<file path="src/rtl/apb_pkg.sv">
// Shared APB definitions: FSM encoding, default widths and the interrupt-controller register map.
package apb_pkg;

  localparam int unsigned ADDR_W_DEF  = 32;
  localparam int unsigned DATA_W_DEF  = 32;
  localparam int unsigned TIMEOUT_DEF = 16;

  typedef enum logic [1:0] {
    ST_IDLE   = 2'd0,
    ST_SETUP  = 2'd1,
    ST_ACCESS = 2'd2,
    ST_RESP   = 2'd3
  } apb_state_e;

  // Interrupt-controller register offsets
  localparam int unsigned IRQC_STATUS   = 1;
  localparam int unsigned IRQC_CLEAR    = 2;
  localparam int unsigned IRQC_MASK     = 3;
  localparam int unsigned IRQC_PRIO_THR = 4;
  localparam int unsigned IRQC_IRQ0     = 5;
  localparam int unsigned IRQC_IRQ1     = 6;
  localparam int unsigned IRQC_IRQ2     = 7;
  localparam int unsigned IRQC_IRQ3     = 8;

  // Counter width able to hold 0..max_val, never narrower than one bit
  function automatic int unsigned cnt_width(input int unsigned max_val);
    return (max_val == 0) ? 1 : $clog2(max_val + 1);
  endfunction

endpackage

</file>
<file path="src/rtl/apb_wait_timer.sv">
// Counts un-ready ACCESS cycles and flags the cycle whose stall would reach the timeout limit.
module apb_wait_timer
  import apb_pkg::*;
#(
  parameter int unsigned TIMEOUT_CYCLES = TIMEOUT_DEF
) (
  input  logic pclk_i,
  input  logic rst_n_i,
  input  logic clear,
  input  logic enable,
  output logic expired_c
);

  localparam int unsigned CNT_W = cnt_width(TIMEOUT_CYCLES);
  localparam int unsigned LAST  = (TIMEOUT_CYCLES == 0) ? 0 : TIMEOUT_CYCLES - 1;

  logic [CNT_W-1:0] count_q;

  always_ff @(posedge pclk_i or negedge rst_n_i) begin
    if (!rst_n_i) begin
      count_q <= '0;
    end else if (clear) begin
      count_q <= '0;
    end else if (enable && (count_q != CNT_W'(TIMEOUT_CYCLES))) begin
      count_q <= count_q + CNT_W'(1);
    end
  end

  // One more stalled cycle brings the count to TIMEOUT_CYCLES; disabled when the limit is 0
  assign expired_c = (TIMEOUT_CYCLES != 0) && (count_q == CNT_W'(LAST));

endmodule

</file>
<file path="src/rtl/apb_master_ctrl.sv">
// APB requester: command stream in, SETUP/ACCESS transfer on APB, response stream out.
module apb_master_ctrl
  import apb_pkg::*;
#(
  parameter int unsigned ADDR_W         = ADDR_W_DEF,
  parameter int unsigned DATA_W         = DATA_W_DEF,
  parameter int unsigned TIMEOUT_CYCLES = TIMEOUT_DEF
) (
  input  logic              pclk_i,
  input  logic              rst_n_i,
  input  logic              enable_i,
  input  logic              cmd_valid_i,
  output logic              cmd_ready_o,
  input  logic              cmd_write_i,
  input  logic [ADDR_W-1:0] cmd_addr_i,
  input  logic [DATA_W-1:0] cmd_wdata_i,
  output logic              rsp_valid_o,
  input  logic              rsp_ready_i,
  output logic [DATA_W-1:0] rsp_rdata_o,
  output logic              rsp_err_o,
  output logic              rsp_timeout_o,
  output logic              busy_o,
  output logic              psel_o,
  output logic              penable_o,
  output logic              pwrite_o,
  output logic [ADDR_W-1:0] paddr_o,
  output logic [DATA_W-1:0] pwdata_o,
  input  logic [DATA_W-1:0] prdata_i,
  input  logic              pready_i,
  input  logic              pslverr_i
);

  apb_state_e state_q, state_d;
  logic       idle_q;
  logic       load_cmd, cap_done, cap_abort, wait_en, timer_clear, timer_expired;

  // idle_q stays low in the first cycle after reset so cmd_ready_o is 0 while in reset
  assign cmd_ready_o = idle_q & enable_i;

  apb_wait_timer #(
    .TIMEOUT_CYCLES(TIMEOUT_CYCLES)
  ) u_wait_timer (
    .pclk_i   (pclk_i),
    .rst_n_i  (rst_n_i),
    .clear    (timer_clear),
    .enable   (wait_en),
    .expired_c(timer_expired)
  );

  always_ff @(posedge pclk_i or negedge rst_n_i) begin
    if (!rst_n_i) begin
      state_q <= ST_IDLE;
    end else begin
      state_q <= state_d;
    end
  end

  always_comb begin
    state_d     = state_q;
    load_cmd    = 1'b0;
    cap_done    = 1'b0;
    cap_abort   = 1'b0;
    wait_en     = 1'b0;
    timer_clear = 1'b0;
    unique case (state_q)
      ST_IDLE: begin
        if (cmd_valid_i && cmd_ready_o) begin
          load_cmd    = 1'b1;
          timer_clear = 1'b1;
          state_d     = ST_SETUP;
        end
      end
      ST_SETUP: state_d = ST_ACCESS;
      ST_ACCESS: begin
        // Completion takes priority over an expiring timeout
        if (pready_i) begin
          cap_done = 1'b1;
          state_d  = ST_RESP;
        end else begin
          wait_en = 1'b1;
          if (timer_expired) begin
            cap_abort = 1'b1;
            state_d   = ST_RESP;
          end
        end
      end
      ST_RESP: begin
        if (rsp_ready_i) state_d = ST_IDLE;
      end
      default: state_d = ST_IDLE;
    endcase
  end

  // Control outputs are registered decodes of the next state
  always_ff @(posedge pclk_i or negedge rst_n_i) begin
    if (!rst_n_i) begin
      idle_q      <= 1'b0;
      busy_o      <= 1'b0;
      psel_o      <= 1'b0;
      penable_o   <= 1'b0;
      rsp_valid_o <= 1'b0;
    end else begin
      idle_q      <= (state_d == ST_IDLE);
      busy_o      <= (state_d != ST_IDLE);
      psel_o      <= (state_d == ST_SETUP) || (state_d == ST_ACCESS);
      penable_o   <= (state_d == ST_ACCESS);
      rsp_valid_o <= (state_d == ST_RESP);
    end
  end

  always_ff @(posedge pclk_i or negedge rst_n_i) begin
    if (!rst_n_i) begin
      pwrite_o <= 1'b0;
      paddr_o  <= '0;
      pwdata_o <= '0;
    end else if (load_cmd) begin
      pwrite_o <= cmd_write_i;
      paddr_o  <= cmd_addr_i;
      pwdata_o <= cmd_wdata_i;
    end
  end

  always_ff @(posedge pclk_i or negedge rst_n_i) begin
    if (!rst_n_i) begin
      rsp_rdata_o   <= '0;
      rsp_err_o     <= 1'b0;
      rsp_timeout_o <= 1'b0;
    end else if (cap_done) begin
      rsp_rdata_o   <= pwrite_o ? '0 : prdata_i;
      rsp_err_o     <= pslverr_i;
      rsp_timeout_o <= 1'b0;
    end else if (cap_abort) begin
      rsp_rdata_o   <= '0;
      rsp_err_o     <= 1'b1;
      rsp_timeout_o <= 1'b1;
    end
  end

endmodule

</file>
<file path="config.mk">
export PLATFORM = sky130hd
export DESIGN_NAME = apb_master_ctrl
export DESIGN_NICKNAME = d
export VERILOG_FILES = /design/src/rtl/apb_pkg.sv /design/src/rtl/apb_wait_timer.sv /design/src/rtl/apb_master_ctrl.sv
export SDC_FILE = /design/constraint.sdc
export NUM_CORES = 1
export LEC_CHECK = 0
export BUFFER_PORTS_ARGS = -buffer_cell sky130_fd_sc_hd__buf_2
export CORE_ASPECT_RATIO = 1.25
export CORE_MARGIN = 2
export CORE_UTILIZATION = 45
export DETAILED_ROUTE_END_ITERATION = 10
export GPL_TIMING_DRIVEN = 0
export PLACE_DENSITY = 0.84
export REMOVE_ABC_BUFFERS = 1
export SLEW_MARGIN = 30
export SYNTH_ARGS = -nofsm -noshare
export SYNTH_HDL_FRONTEND = slang
export SYNTH_SLANG_ARGS = --single-unit
</file>
<file path="constraint.sdc">
create_clock -name pclk_i -period 2.9 [get_ports pclk_i]
set_input_delay 0.435 -clock pclk_i [delete_from_list [all_inputs] [get_ports pclk_i]]
set_output_delay 0.435 -clock pclk_i [all_outputs]
set_load 0.02 [all_outputs]
</file>
**Yosys cells after proc, flatten, opt, wreduce, memory -nomap -nowiden**

Index checks and enable logic that the tools add are counted.

- Add/subtract/negate cells: 1
- Mux-type cells: 22
- Equal/unequal tests: 8
- Reductions and logical operators: 8
- Bitwise logic cells: 1

Operators with widths:

| cell | count |
|---|---|
| 2-to-1 mux 32 bit | 3 |
| 2-to-1 mux 1 bit | 12 |
| 2-to-1 mux 5 bit | 2 |
| == test 2 bit, second input constant | 4 |
| 2-to-1 mux 2 bit | 4 |
| one-hot mux 2 bit (4 select lines) | 1 |
| nonzero test 2 bit | 3 |
| adder 5 x 1 -> 5 bit, second input constant | 1 |
| == test 5 x 4 -> 1 bit, second input constant | 1 |
| != test 5 bit, second input constant | 1 |
| == test 2 x 1 -> 1 bit, second input constant | 2 |
| logical NOT 2 bit | 2 |
| logical AND 1 bit | 2 |
| bitwise AND 1 bit | 1 |
| logical OR 1 bit | 1 |

- Logic and storage cells: 53
- Bits in registers: 111
- Input port bits: 104
- Output and inout port bits: 104

**Longest topological paths before layout**

Gate-level depths: netlist (run 1).

- Depth after elaboration: 6
- Depth in mapped cells: 8
- Mapped depth without buffers: 7

**Cells and area by module**

From an unflattened synthesis (run 1), not the netlist that was laid out.

- Cell total of the unflattened synthesis: 272
- Area, all modules: 4350.4 um^2

Modules (own cells, without submodules):

| module | area each (um^2) | sequential area each (um^2) | times used | cells an instance |
|---|---|---|---|---|
| apb_master_ctrl | 4057.6 | 2652.5 | 1 | 242 |
| apb_wait_timer | 292.8 | 125.1 | 1 | 30 |

**Least setup slack after synthesis (run 1)**

OpenSTA, ideal clock, no wires.

- Path kind: register -> register
- From: reg u_wait_timer.count_q[0]
- To: reg psel_o
- Cell stages (with the launch flop): 8
- Required time: 2.774 ns
- Data arrival time: 1.945 ns
- Setup time: 0.126 ns
- Clock period less this slack: 2.071 ns
- Path buffers: 1
- Slack: 0.829 ns
- Cell sequence: dfrtp_1 ha_1 and3_1 ha_1 o21ai_1 buf_2 o211a_1 ha_1

- Word-level cells in the longest chain between the ends: 6
- Elaborated cells on any way between the ends: 7
- Classes of those cells: 3 x eq/ne; 3 x mux; 1 x reduce/logical

RTL lines:

| what | RTL line | source |
|---|---|---|
| start: declaration | apb_wait_timer.sv:17 | `logic [CNT_W-1:0] count_q;` |
| start signal: assignment | apb_wait_timer.sv:25 | `count_q <= count_q + CNT_W'(1);` |
| == test 5 x 4 -> 1 bit (*) | apb_wait_timer.sv:30 | `assign expired_c = (TIMEOUT_CYCLES != 0) && (count_q == CNT_W'(LAST));` |
| 2-to-1 mux 2 bit (*) | apb_master_ctrl.sv:81 | `if (timer_expired) begin` |
| 2-to-1 mux 2 bit (*) | apb_master_ctrl.sv:76 | `if (pready_i) begin` |
| one-hot mux 2 bit (4 select lines) (*) | apb_master_ctrl.sv:65 | `unique case (state_q)` |
| == test 2 x 1 -> 1 bit or == test 2 bit (tied branches) | apb_master_ctrl.sv:105 | `psel_o <= (state_d == ST_SETUP) \|\| (state_d == ST_ACCESS);` |
| logical OR 1 bit (*) | apb_master_ctrl.sv:105 |  |
| end signal: assignment | apb_master_ctrl.sv:105 |  |
| end: declaration | apb_master_ctrl.sv:23 | `output logic psel_o,` |

Every way passes the cells marked *; elsewhere a longest branch is shown, timed or not.
A chain may end at the register's enable or synchronous reset.

**Final worst setup path (run 1)**

Ends and elaborated chain as after synthesis.

==> results of run 1 <==
==> worst max-delay path, stage by stage, from the launching register on <==
cell                      delay (ns)
sky130_fd_sc_hd__dfrtp_1        0.41
sky130_fd_sc_hd__ha_1           0.24
sky130_fd_sc_hd__and3_1         0.20
sky130_fd_sc_hd__ha_1           0.22
sky130_fd_sc_hd__o21ai_4        0.31
sky130_fd_sc_hd__o211a_1        0.27
sky130_fd_sc_hd__ha_1           0.24
==> area by class of cell <==
class	count	area, µm²
Clock buffer	9	225
Timing Repair Buffer	210	1120
Sequential cell	111	2780
Fill cell	714	3330
Inverter	6	22.5
Clock inverter	7	97.6
Multi-Input combinational cell	140	1340
Tap cell	123	154
==> cell usage after synthesis, types with 2 or more instances <==
cell type	n
sky130_fd_sc_hd__a21oi_1	6
sky130_fd_sc_hd__a22o_1	32
sky130_fd_sc_hd__and3_1	2
sky130_fd_sc_hd__buf_2	11
sky130_fd_sc_hd__clkbuf_1	3
sky130_fd_sc_hd__dfrtp_1	111
sky130_fd_sc_hd__ha_1	7
sky130_fd_sc_hd__inv_1	6
sky130_fd_sc_hd__mux2_2	65
sky130_fd_sc_hd__nand3_1	5
sky130_fd_sc_hd__nor2_1	4
sky130_fd_sc_hd__o21ai_0	4
==> flip-flops by register name (all words and copies together) (netlist names) <==
register / cells
rsp_rdata_o: 32
rsp_timeout_o: 1
paddr_o: 32
busy_o: 1
penable_o: 1
pwdata_o: 32
rsp_err_o: 1
pwrite_o: 1
psel_o: 1
u_wait_timer.count_q: 5
rsp_valid_o: 1
state_q: 2
idle_q: 1
==> per-layer routing <==
layer | track usage, % | share of wire, % | up-vias
met5 | 0 | 0 | -
met4 | 7.38 | 1.6 | 0
met3 | 3.92 | 7.7 | 11
met2 | 31.0 | 50 | 152
met1 | 20.8 | 40 | 1430
li1 | - | - | 1404
==> power groups by stage <==
stage / combinational, mW / sequential, mW / clock [mW]
global placement: 2.31 / 2.49 / 0
detailed placement: 2.44 / 2.52 / 0
finish: 2.40 / 2.50 / 1.28
CTS: 2.44 / 2.51 / 1.32
floorplan: 0.787 / 3.21 / 0
global route: 2.58 / 2.59 / 1.38
==> cells in the final DEF, fill, tap and decap left out <==
cell / count
sky130_fd_sc_hd__nand2_1: 1
sky130_fd_sc_hd__nor4bb_1: 1
sky130_fd_sc_hd__and2_1: 1
sky130_fd_sc_hd__nor3b_1: 1
sky130_fd_sc_hd__o211ai_1: 1
sky130_fd_sc_hd__a311oi_1: 1
sky130_fd_sc_hd__bufinv_16: 2
sky130_fd_sc_hd__clkbuf_16: 9
sky130_fd_sc_hd__ha_1: 7
sky130_fd_sc_hd__o211a_1: 1
sky130_fd_sc_hd__and3_1: 1
sky130_fd_sc_hd__a221oi_1: 1
sky130_fd_sc_hd__buf_2: 206
sky130_fd_sc_hd__nand3_1: 5
sky130_fd_sc_hd__and3_4: 1
sky130_fd_sc_hd__a31oi_1: 1
sky130_fd_sc_hd__or3_1: 1
sky130_fd_sc_hd__clkinvlp_4: 2
sky130_fd_sc_hd__buf_6: 1
sky130_fd_sc_hd__o21ai_4: 1
sky130_fd_sc_hd__buf_16: 3
sky130_fd_sc_hd__nand3b_1: 1
sky130_fd_sc_hd__a22o_1: 32
sky130_fd_sc_hd__nor2b_1: 1
sky130_fd_sc_hd__clkinv_4: 2
sky130_fd_sc_hd__a21oi_1: 6
sky130_fd_sc_hd__dfrtp_1: 111
sky130_fd_sc_hd__nor2_1: 3
sky130_fd_sc_hd__nor2_4: 1
sky130_fd_sc_hd__o21ai_0: 4
sky130_fd_sc_hd__inv_1: 6
sky130_fd_sc_hd__clkinv_2: 1
sky130_fd_sc_hd__mux2_2: 65
sky130_fd_sc_hd__nand4bb_1: 1
sky130_fd_sc_hd__or3b_4: 1
==> worst min path at each step <==
stage,startpoint,endpoint
2_1_floorplan,rst_n_i,busy_o
3_3_place_gp,pwdata_o[17],pwdata_o[17]
3_5_place_dp,rst_n_i,paddr_o[31]
4_1_cts,rst_n_i,paddr_o[31]
5_1_grt,rst_n_i,paddr_o[26]
6_report,rst_n_i,pwdata_o[22]
==> stage by stage <==
stage / utilization (%) / setup TNS [ns] / cells / setup slack (ns)
final: 63.3 / 0 / 606 / 0.910
after floorplan: - / -2.92 / 257 / -0.0448
after CTS: 63.3 / 0 / 606 / 0.873
after detailed placement: 59.7 / 0 / 590 / 0.892
after global placement: 58.5 / -47.61 / 587 / -0.619
after global routing: 63.3 / 0 / 606 / 0.791
==> cells by family after synthesis <==
kind of cell	Yosys count	share of synthesized area [%]
adder cells (fa/ha/maj)	7	2.09
flip-flops	111	66.4
buffers and inverters	20	2.12
AND/OR/NAND/NOR	20	2.93
AO/OA/AOI/OAI	48	9.00
multiplexers	65	17.5
==> results.env, run 1 <==
FINAL_WIRELENGTH_UM=8740
CLK-INSERTION-DELAY-LATE_NS=0.33
CRIT_PATH_END='psel_o'
P_INT_mW=3.93
HOLDCRITPATHCLASS='in2async'
WL_PER_CELL_UM=14.4
SYN_INST=271
FINALCLOCKSKEW_NS=0.00894
CTS_MADE_BUFFERS=9
GLOBAL_ROUTE_USAGE_OVER_ALL_LAYERS_PCT=17.6
H_TREE_LVLS=3
POSTSYNTH.TOPFLOPCELL='sky130_fd_sc_hd__dfrtp_1'
OUTCOME='finished, final reports clean'
REG_POWER_SHARE_PCT=40.4
PLACE.DETAILED.HPWL_UM=6550
CRIT_REQUIRED_NS=3.12
POST_SYNTH_INSTANCE_AREA_UM2=4190
TIMING.FINAL.MAX_SLEW_VIOLATIONS=0
DIE_X_UM=90.3
PLACEMENT.IO_BUFFERS=207
START_KIND='flop'
SETUP.REG_TO_REG.WORST_SLACK_NS=0.91
VIAS_PER_CELL=4.95
WORST-ENDPOINT-ARRIVAL_NS=2.21
CTS_SINKS=111
NUM_IO_PINS=208
POSTPLACECELLAREA_UM2=5420
SETUP.WORST_PATH.CLASS='reg2reg'
NUM_ANTENNA_CELLS=0
GRT_MAX_DEGREE=59
CTS-RESIZED-GATES=0
CLOCK_TREE_FROM_TRITONCTS='built'
AVGSYNTHCELLAREA_UM2=15.4
YOSYSUNIQUECELLTYPES=27
DIE_Y_UM=112
DRT_ITER0_DRC=69
MAX_SLEW.WORST_PIN.SLEW_NS=0.695
GRT_OVERFLOW=0
COMBINATIONALPOWERSHARE_PCT=38.8
SYNTH_WARNINGS=0
DRT_DRC_VIOLATIONS_LEFT=0
CTS-ROOT-BUF='sky130_fd_sc_hd__clkbuf_16'
VIA_COUNT_OF_THE_FIRST_GLOBAL_ROUTING_PASS=3034
FMAX_MHz=502
TIMING.MAX_SLEW.REL_SLACK_PCT=53.5
PEAK_SUPPLY_DROP_uV=719
CTS.CLK_SLEW.WORST_PATHS_NS=0.07
CLOCKBUFFERDEPTH=2
WORST-PATH-MAX-FANOUT=8
DRT_FIRST_PASS_ITERS=4
SYN2LAYOUT_AREA_GROWTH_PCT=37.2
DRIVE_ABOVE_1_SHARE_PCT=61.1
FIN_TOTAL_PWR_mW=6.19
SYNTH-ASYNC-RESET-RATIO_PCT=100
R2R_END='psel_o'
CTS_HOLD_REPAIR.BUFFERS=0
FINAL_ANTENNA_NET_COUNT=0
SYNTH_AREA_LEADER_CELL='sky130_fd_sc_hd__dfrtp_1'
COUNT_OF_FLIP_FLOPS_WITH_A_BUILT_IN_ENABLE_AFTER_SYNTHESIS=0
SWITCHINGPOWER_mW=2.26
VIA_COUNT=2997
POSTLAYOUTCELLAREA_UM2=5740
RR_WORST_DEPTH=6
SYNTH_SEQ_CELLS=111
FINALCRITPERIODSHARE_PCT=68.6
FIN_NETS=589
YOSYSSEQAREASHARE_PCT=66.4
FLOORPLAN.ROWS=39
MAXCAPVIOLCOUNT=0
WORSTSETUPENDPOINTTYPE='flop'
PLACEABLECOREAREA_UM2=9080
GP_CONGESTION=0.763
P_CLK_SHARE_PCT=20.7
WORST_SETUP_PATH_STARTPOINT='u_wait_timer.count_q[0]'
SETUP_VIOL=0
HOLDWS_NS=0.0330
POST_SYNTH_MAIN_AREA_CONTRIBUTORS='sky130_fd_sc_hd__dfrtp_1, sky130_fd_sc_hd__mux2_2, sky130_fd_sc_hd__a22o_1'
SETUP_REPAIR_AFTER_GLOBAL_ROUTING_MISSED_ITS_MARGIN='false'
FP.DIEAREA_UM2=10100
POWER.SWITCHING_FRACTION_PCT=36.5
PLEAK_nW=3.07
SYNTH_TOP_AREA_SHARE_PCT=66.4
INITIAL_UTILIZATION_PCT=46.1
FINALCRITICALPERIOD_NS=1.99
FINAL-HOLD-VIOLATION-COUNT=0
P_PER_AREA_nW_PER_UM2=1080
CTS.REPAIR_TIMING.SETUP_BUFFER_COUNT=0
RR_STARTPOINT='u_wait_timer.count_q[0]'
GRT_ANTENNA_BEFORE_REPAIR=0
WIRE_LENGTH_OF_THE_FIRST_GLOBAL_ROUTING_PASS_UM=14200
No activity file was read; power rests on OpenSTA's default activity.
==> run 2, diff against run 1 <==
Clock period 2.9 ns to 2.1 ns, I/O delays scaled along.
==> run 2 against run 1 <==
- total power rose by 39%
- sequential cell count stayed put
- combinational power rose by 40%
- register-to-register slack lost 0.67 ns
- sequential power is 38% higher
- clock skew shrank 0.00096 ns
- maximum frequency rose by 6.9%
- die area unchanged
- highest routed layer unchanged
- largest cell class unchanged
==> results.env, run 2 (synthesis results as in run 1) <==
OUTCOME='finished, final reports clean'
MAXCAPVIOLCOUNT=0
SETUP.WORST_PATH.CLASS='reg2reg'
SETUP_VIOL=0
PRE_CTS_SLACK_NS=0.0920
FLOORPLAN.ROWS=39
CTS.CLK_SLEW.WORST_PATHS_NS=0.07
MOSTFREQUENTLAYOUTCELLS='sky130_fd_sc_hd__buf_2, sky130_fd_sc_hd__dfrtp_1, sky130_fd_sc_hd__mux2_2'
NUM_IO_PINS=208
FINALCRITPERIODSHARE_PCT=88.7
VIA_COUNT_OF_THE_FIRST_GLOBAL_ROUTING_PASS=3052
LARGEST_REGISTERS='paddr_o (32), pwdata_o (32), rsp_rdata_o (32)'
WORST-PATH-MAX-FANOUT=28
CTS_MADE_BUFFERS=9
WORSTSETUPENDPOINTTYPE='flop'
H_TREE_LVLS=3
PLACEABLECOREAREA_UM2=9080
GRT_OVERFLOW=0
WL_PER_CELL_UM=14.4
PATH_COMMON_CELL='sky130_fd_sc_hd__ha_1'
HOLDCRITPATHCLASS='in2reg'
CRITICAL-PATH-MAX-STAGE-DELAY_NS=0.41
DRT_ITER0_DRC=78
PLACEMENT.IO_BUFFERS=207
START_KIND='flop'
TIMING.FINAL.MAX_SLEW_VIOLATIONS=0
POSTPLACECELLAREA_UM2=5420
CLOCKBUFFERDEPTH=2
FILLERINSTANCES=709
CP_CELL_SEQUENCE='ha_1 > and3_1 > ha_1 > o21ai_4 > buf_4 > buf_16 > a22o_1'
INITIAL_UTILIZATION_PCT=46.1
GP_CONGESTION=0.763
VIAS_PER_CELL=4.96
FINAL_CELL_COUNT_NO_FILL=609
POST-ROUTE-WORST-SETUP-SLACK_NS=0.238
WORST-ENDPOINT-ARRIVAL_NS=2.13
FINALCRITICALPERIOD_NS=1.86
P_PER_AREA_nW_PER_UM2=1490
FINAL_ANTENNA_NET_COUNT=0
FP.DIEAREA_UM2=10100
CRITICAL_PATH.SLOWEST_CELL='sky130_fd_sc_hd__dfrtp_1'
FINALCLOCKSKEW_NS=0.00798
FIN_NETS=592
DRT_FIRST_PASS_ITERS=4
WORST-PATH-BUF-INV=2
DRT_DRC_VIOLATIONS_LEFT=0
COMMONEST_NON_FILL_NON_TAP_CELL_IN_THE_LAYOUT='sky130_fd_sc_hd__buf_2'
DRIVE_ABOVE_1_SHARE_PCT=61.1
TIMING.MAX_SLEW.REL_SLACK_PCT=53.7
FINAL-HOLD-VIOLATION-COUNT=0
VIA_COUNT=3018
CTS-ROOT-BUF='sky130_fd_sc_hd__clkbuf_16'
TIMING.CRITICAL_PATH.MAX_DELAY_FAMILY='adder cells'
GRT_MAX_DEGREE=59
FINAL_WIRELENGTH_UM=8800
SYN2LAYOUT_AREA_GROWTH_PCT=37.8
PLACE.DETAILED.HPWL_UM=6550
NUM_ANTENNA_CELLS=0
HOLDWS_NS=0.192
GLOBAL_ROUTE_USAGE_OVER_ALL_LAYERS_PCT=17.6
SETUP_REPAIR_AFTER_GLOBAL_ROUTING_MISSED_ITS_MARGIN='false'
PLEAK_nW=3.08
DP.CELLS=590
POSTLAYOUTCELLAREA_UM2=5770
WIRE_LENGTH_OF_THE_FIRST_GLOBAL_ROUTING_PASS_UM=14300
MAX_SLEW.WORST_PIN.SLEW_NS=0.693
CLOCK_TREE_FROM_TRITONCTS='built'
DIE_X_UM=90.3
GRT_ANTENNA_BEFORE_REPAIR=0
PEAK_SUPPLY_DROP_uV=1010
CRIT_REQUIRED_NS=2.37
CTS_SINKS=111
DIE_Y_UM=112
FMAX_MHz=537
CLK-INSERTION-DELAY-LATE_NS=0.33
==> run 2: cell types whose count changed in the layout (fill, tap and decap cells not counted), sizes merged <==
cell / delta
dlygate4sd3: +1
buf: +2
==> run 2: path summary, 6_finish.rpt <==
check	from	to	slack [ns]	cells after the start
setup / recovery	u_wait_timer.count_q[0]	rsp_rdata_o[9]	0.24	7
hold / removal	prdata_i[13]	rsp_rdata_o[13]	0.19	2
setup reg to reg	u_wait_timer.count_q[0]	rsp_rdata_o[9]	0.24	7
hold reg to reg	paddr_o[1]	paddr_o[1]	0.50	1
max in group asynchronous	rst_n_i	u_wait_timer.count_q[2]	0.94	3
min in group asynchronous	rst_n_i	pwdata_o[22]	0.49	2
==> run 2: area by class of cell <==
type                       instances  area [µm²]  area share, %
clock buffer                       9         225           3.90
multi-input combinational        140        1340           23.3
inverter                           6        22.5          0.390
timing repair buffer             213        1150           19.9
sequential                       111        2780           48.1
clock inverter                     7        97.6           1.69
tap                              123         154           2.67
==> run 2: per-layer routing <==
layer,vias to the layer above,wire (µm),global-route usage [%]
met2,149,4420,31.2
met3,14,648,3.79
li1,1407,-,-
met4,0,154,7.38
met1,1448,3580,20.8
met5,-,0,0
==> run 2: power by group <==
group	total (mW)	internal, mW	switching, mW
Clock	1.78	1.05	0.730
Combinational	3.35	1.41	1.94
Sequential	3.46	2.99	0.464
==> run 2: worst reg2reg max path, cell delays in order, from the launching register on <==
cell and delay (ns):
sky130_fd_sc_hd__dfrtp_1 0.41, sky130_fd_sc_hd__ha_1 0.24, sky130_fd_sc_hd__and3_1 0.20, sky130_fd_sc_hd__ha_1 0.23
sky130_fd_sc_hd__o21ai_4 0.20, sky130_fd_sc_hd__buf_4 0.18, sky130_fd_sc_hd__buf_16 0.17, sky130_fd_sc_hd__a22o_1 0.18
==> run 2: timing repair <==
| action | CTS | global route |
|---|---|---|
| endpoints found under the hold margin | 53 | 0 |
| setup buffers | 0 | 2 |
| setup endpoints to repair | 0 | 1 |
| hold buffers | 1 | 0 |
| gates resized for setup | 0 | 0 |
==> run 2: metrics by stage <==
step | util [%] | setup TNS [ns] | power [mW]
2_1_floorplan | - | -67.04 | 5.52
3_3_place_gp | 58.5 | -171.76 | 6.64
3_5_place_dp | 59.7 | 0 | 6.85
4_1_cts | 63.4 | 0 | 8.66
5_1_grt | 63.6 | 0 | 9.07
6_report | 63.6 | 0 | 8.58
==> run 3, diff against run 2 <==
Settings changed: REMOVE_ABC_BUFFERS 1 to default.
==> run 3 against run 2 <==
- sequential share of layout area down 0.43 points
- routed wire length increased by 11%
- global-route usage up 2.0 points
- sequential power is essentially flat
- count of clock-buffer cells in the layout increased by 1
- hold slack worse by 0.0060 ns
- sequential cell count did not move
- worst setup slack worse by 0.12 ns
- first-iteration DRC count up 3.8%
- clock power increased by 8%
- design area grew 0.91%
- critical endpoint is now rsp_rdata_o[13]
- largest power group unchanged
==> results.env, run 3 (synthesis results as in run 1) <==
INITIAL_UTILIZATION_PCT=46.1
GRT_ANTENNA_BEFORE_REPAIR=0
POSTLAYOUTCELLAREA_UM2=5820
FILLERINSTANCES=718
RR_STARTPOINT='u_wait_timer.count_q[0]'
DRT_FIRST_PASS_ITERS=4
WIRE_LENGTH_OF_THE_FIRST_GLOBAL_ROUTING_PASS_UM=15800
GLOBAL_ROUTE_USAGE_OVER_ALL_LAYERS_PCT=19.6
CLOCK_TREE_FROM_TRITONCTS='built'
CTS_SINKS=111
DRT_ITER0_DRC=81
MOSTFREQUENTLAYOUTCELLS='sky130_fd_sc_hd__buf_2, sky130_fd_sc_hd__dfrtp_1, sky130_fd_sc_hd__mux2_2'
CTS.CLK_SLEW.WORST_PATHS_NS=0.07
SETUP.WORST_PATH.CLASS='reg2reg'
VIA_COUNT_OF_THE_FIRST_GLOBAL_ROUTING_PASS=3348
COMMONEST_NON_FILL_NON_TAP_CELL_IN_THE_LAYOUT='sky130_fd_sc_hd__buf_2'
P_PER_AREA_nW_PER_UM2=1510
WL_PER_CELL_UM=15.7
FINAL_WIRELENGTH_UM=9800
CP_CELL_SEQUENCE='ha_1 > and3_1 > ha_1 > o21ai_4 > buf_4 > buf_4 > buf_2 > a22o_1'
CTS_MADE_BUFFERS=9
PEAK_SUPPLY_DROP_uV=954
VIAS_PER_CELL=5.00
PLACE.DETAILED.HPWL_UM=7410
SYN2LAYOUT_AREA_GROWTH_PCT=39.1
HOLDCRITSTARTPOINT='prdata_i[15]'
POST_SYN_NETS=382
CRITICAL_PATH.SLOWEST_CELL='sky130_fd_sc_hd__dfrtp_1'
NUM_ANTENNA_CELLS=0
CLOCKBUFFERDEPTH=2
DP.CELLS=602
MULTI_INPUT_AREA_UM2=1340
GP_CONGESTION=0.773
NUM_IO_PINS=208
FINALCLOCKSKEW_NS=0.00493
DIE_Y_UM=112
RR_WORST_DEPTH=8
SETUP_REPAIR_AFTER_GLOBAL_ROUTING_MISSED_ITS_MARGIN='false'
FINAL_CELL_COUNT_NO_FILL=623
CRITICAL-PATH-MAX-STAGE-DELAY_NS=0.41
DRIVE_ABOVE_1_SHARE_PCT=61.6
GRT_MAX_DEGREE=61
WORSTSETUPENDPOINTTYPE='flop'
TIMING.MAX_SLEW.REL_SLACK_PCT=66.2
TIMING.FINAL.MAX_SLEW_VIOLATIONS=0
WORST-PATH-MAX-FANOUT=10
CRIT_REQUIRED_NS=2.38
POSTPLACECELLAREA_UM2=5410
HOLDCRITPATHCLASS='in2reg'
FMAX_MHz=505
PLACEMENT.IO_BUFFERS=207
FIN_TOTAL_PWR_mW=8.81
PLEAK_nW=3.15
FINAL_ANTENNA_NET_COUNT=0
FINALCRITPERIODSHARE_PCT=94.3
DRT_DRC_VIOLATIONS_LEFT=0
VIA_COUNT=3113
MAXCAPVIOLCOUNT=0
MAX_SLEW.WORST_PIN.SLEW_NS=0.506
GRT_OVERFLOW=0
H_TREE_LVLS=3
FIN_NETS=606
R2R_END='rsp_rdata_o[13]'
CTS-ROOT-BUF='sky130_fd_sc_hd__clkbuf_16'
FLOORPLAN.ROWS=39
FINALCRITICALPERIOD_NS=1.98
LARGEST_REGISTERS='paddr_o (32), pwdata_o (32), rsp_rdata_o (32)'
WORST-ENDPOINT-ARRIVAL_NS=2.26
REGAREA_UM2=2780
MIN_PATH_CELLS=2
SETUP_VIOL=0
OUTCOME='finished, final reports clean'
SETUP.REG_TO_REG.WORST_SLACK_NS=0.12
FINAL-HOLD-VIOLATION-COUNT=0
CLK-INSERTION-DELAY-LATE_NS=0.34
WHS_ENDPOINT='rsp_rdata_o[15]'
START_KIND='flop'
DIE_X_UM=90.3
PLACEABLECOREAREA_UM2=9080
FP.DIEAREA_UM2=10100
==> run 3: cell types whose count changed in the layout (fill, tap and decap cells not counted), sizes merged <==
cell      before  now
clkinv         3    2
clkinvlp       2    1
bufinv         2    3
buf          212  223
clkbuf         9   13
==> run 3: report_power, final <==
part	leakage (nW)	switching [mW]	internal, mW
sequential	1.41	0.490	2.99
combinational	1.56	1.97	1.43
clock	0.168	0.731	1.19
==> run 3: stage by stage <==
step / utilization, % / hold slack (ns) / setup slack [ns] / setup TNS [ns]
3_3_place_gp: 59.2 / 0.484 / -0.421 / -46.74
5_1_grt: 64.1 / 0.180 / 0.0116 / 0
4_1_cts: 64.0 / 0.171 / 0.0907 / 0
3_5_place_dp: 59.6 / 0.296 / -0.277 / -1.10
6_report: 64.1 / 0.186 / 0.120 / 0
2_1_floorplan: - / 0.0194 / 0.0292 / 0
==> run 3: area by class of cell <==
class                   count  area share, %
inverters                   6          0.387
multi-input cells         140           23.0
well taps                 123           2.64
flip-flops and latches    111           47.7
repair buffers            213           19.1
clock buffers              10           4.10
clock inverters             6           1.85
plain buffers              14           1.27
==> run 3: worst max-delay path by stage <==
stage | cells after the start | endpoint | start | slack, ns
finish | 8 | rsp_rdata_o[13] | u_wait_timer.count_q[0] | 0.12
global route | 8 | rsp_rdata_o[5] | u_wait_timer.count_q[0] | 0.01
CTS | 7 | psel_o | u_wait_timer.count_q[0] | 0.09
detailed placement | 7 | psel_o | u_wait_timer.count_q[0] | -0.28
global placement | 1 | paddr_o[0] | rst_n_i | -0.42
floorplan | 7 | psel_o | u_wait_timer.count_q[0] | 0.03
==> run 3: worst max-delay path, delay by kind of cell, from the launching register on <==
family / cells / cell delay, ns
fa+ha+maj: 2 / 0.48
buf+inv: 3 / 0.44
flops: 1 / 0.41
compound gates: 2 / 0.38
simple gates: 1 / 0.20
==> run 3: layer usage <==
metal | global-route usage [%] | vias up | share of wire (%) | routed length [µm]
met1 | 21.9 | 1531 | 37 | 3670
met5 | 0 | - | 0 | 0
met2 | 35.4 | 136 | 55 | 5350
met3 | 4.19 | 16 | 6.1 | 599
li1 | - | 1430 | - | -
met4 | 9.44 | 0 | 1.9 | 183
==> run 3: repair_timing <==
action                                  CTS  global route
hold endpoints to repair                 51             0
hold buffers                              1             0
setup buffers                             4             0
endpoints found under the setup margin   16            12
pin swaps                                 1             0
gates resized for setup                   3             4
cloned                                    0             0
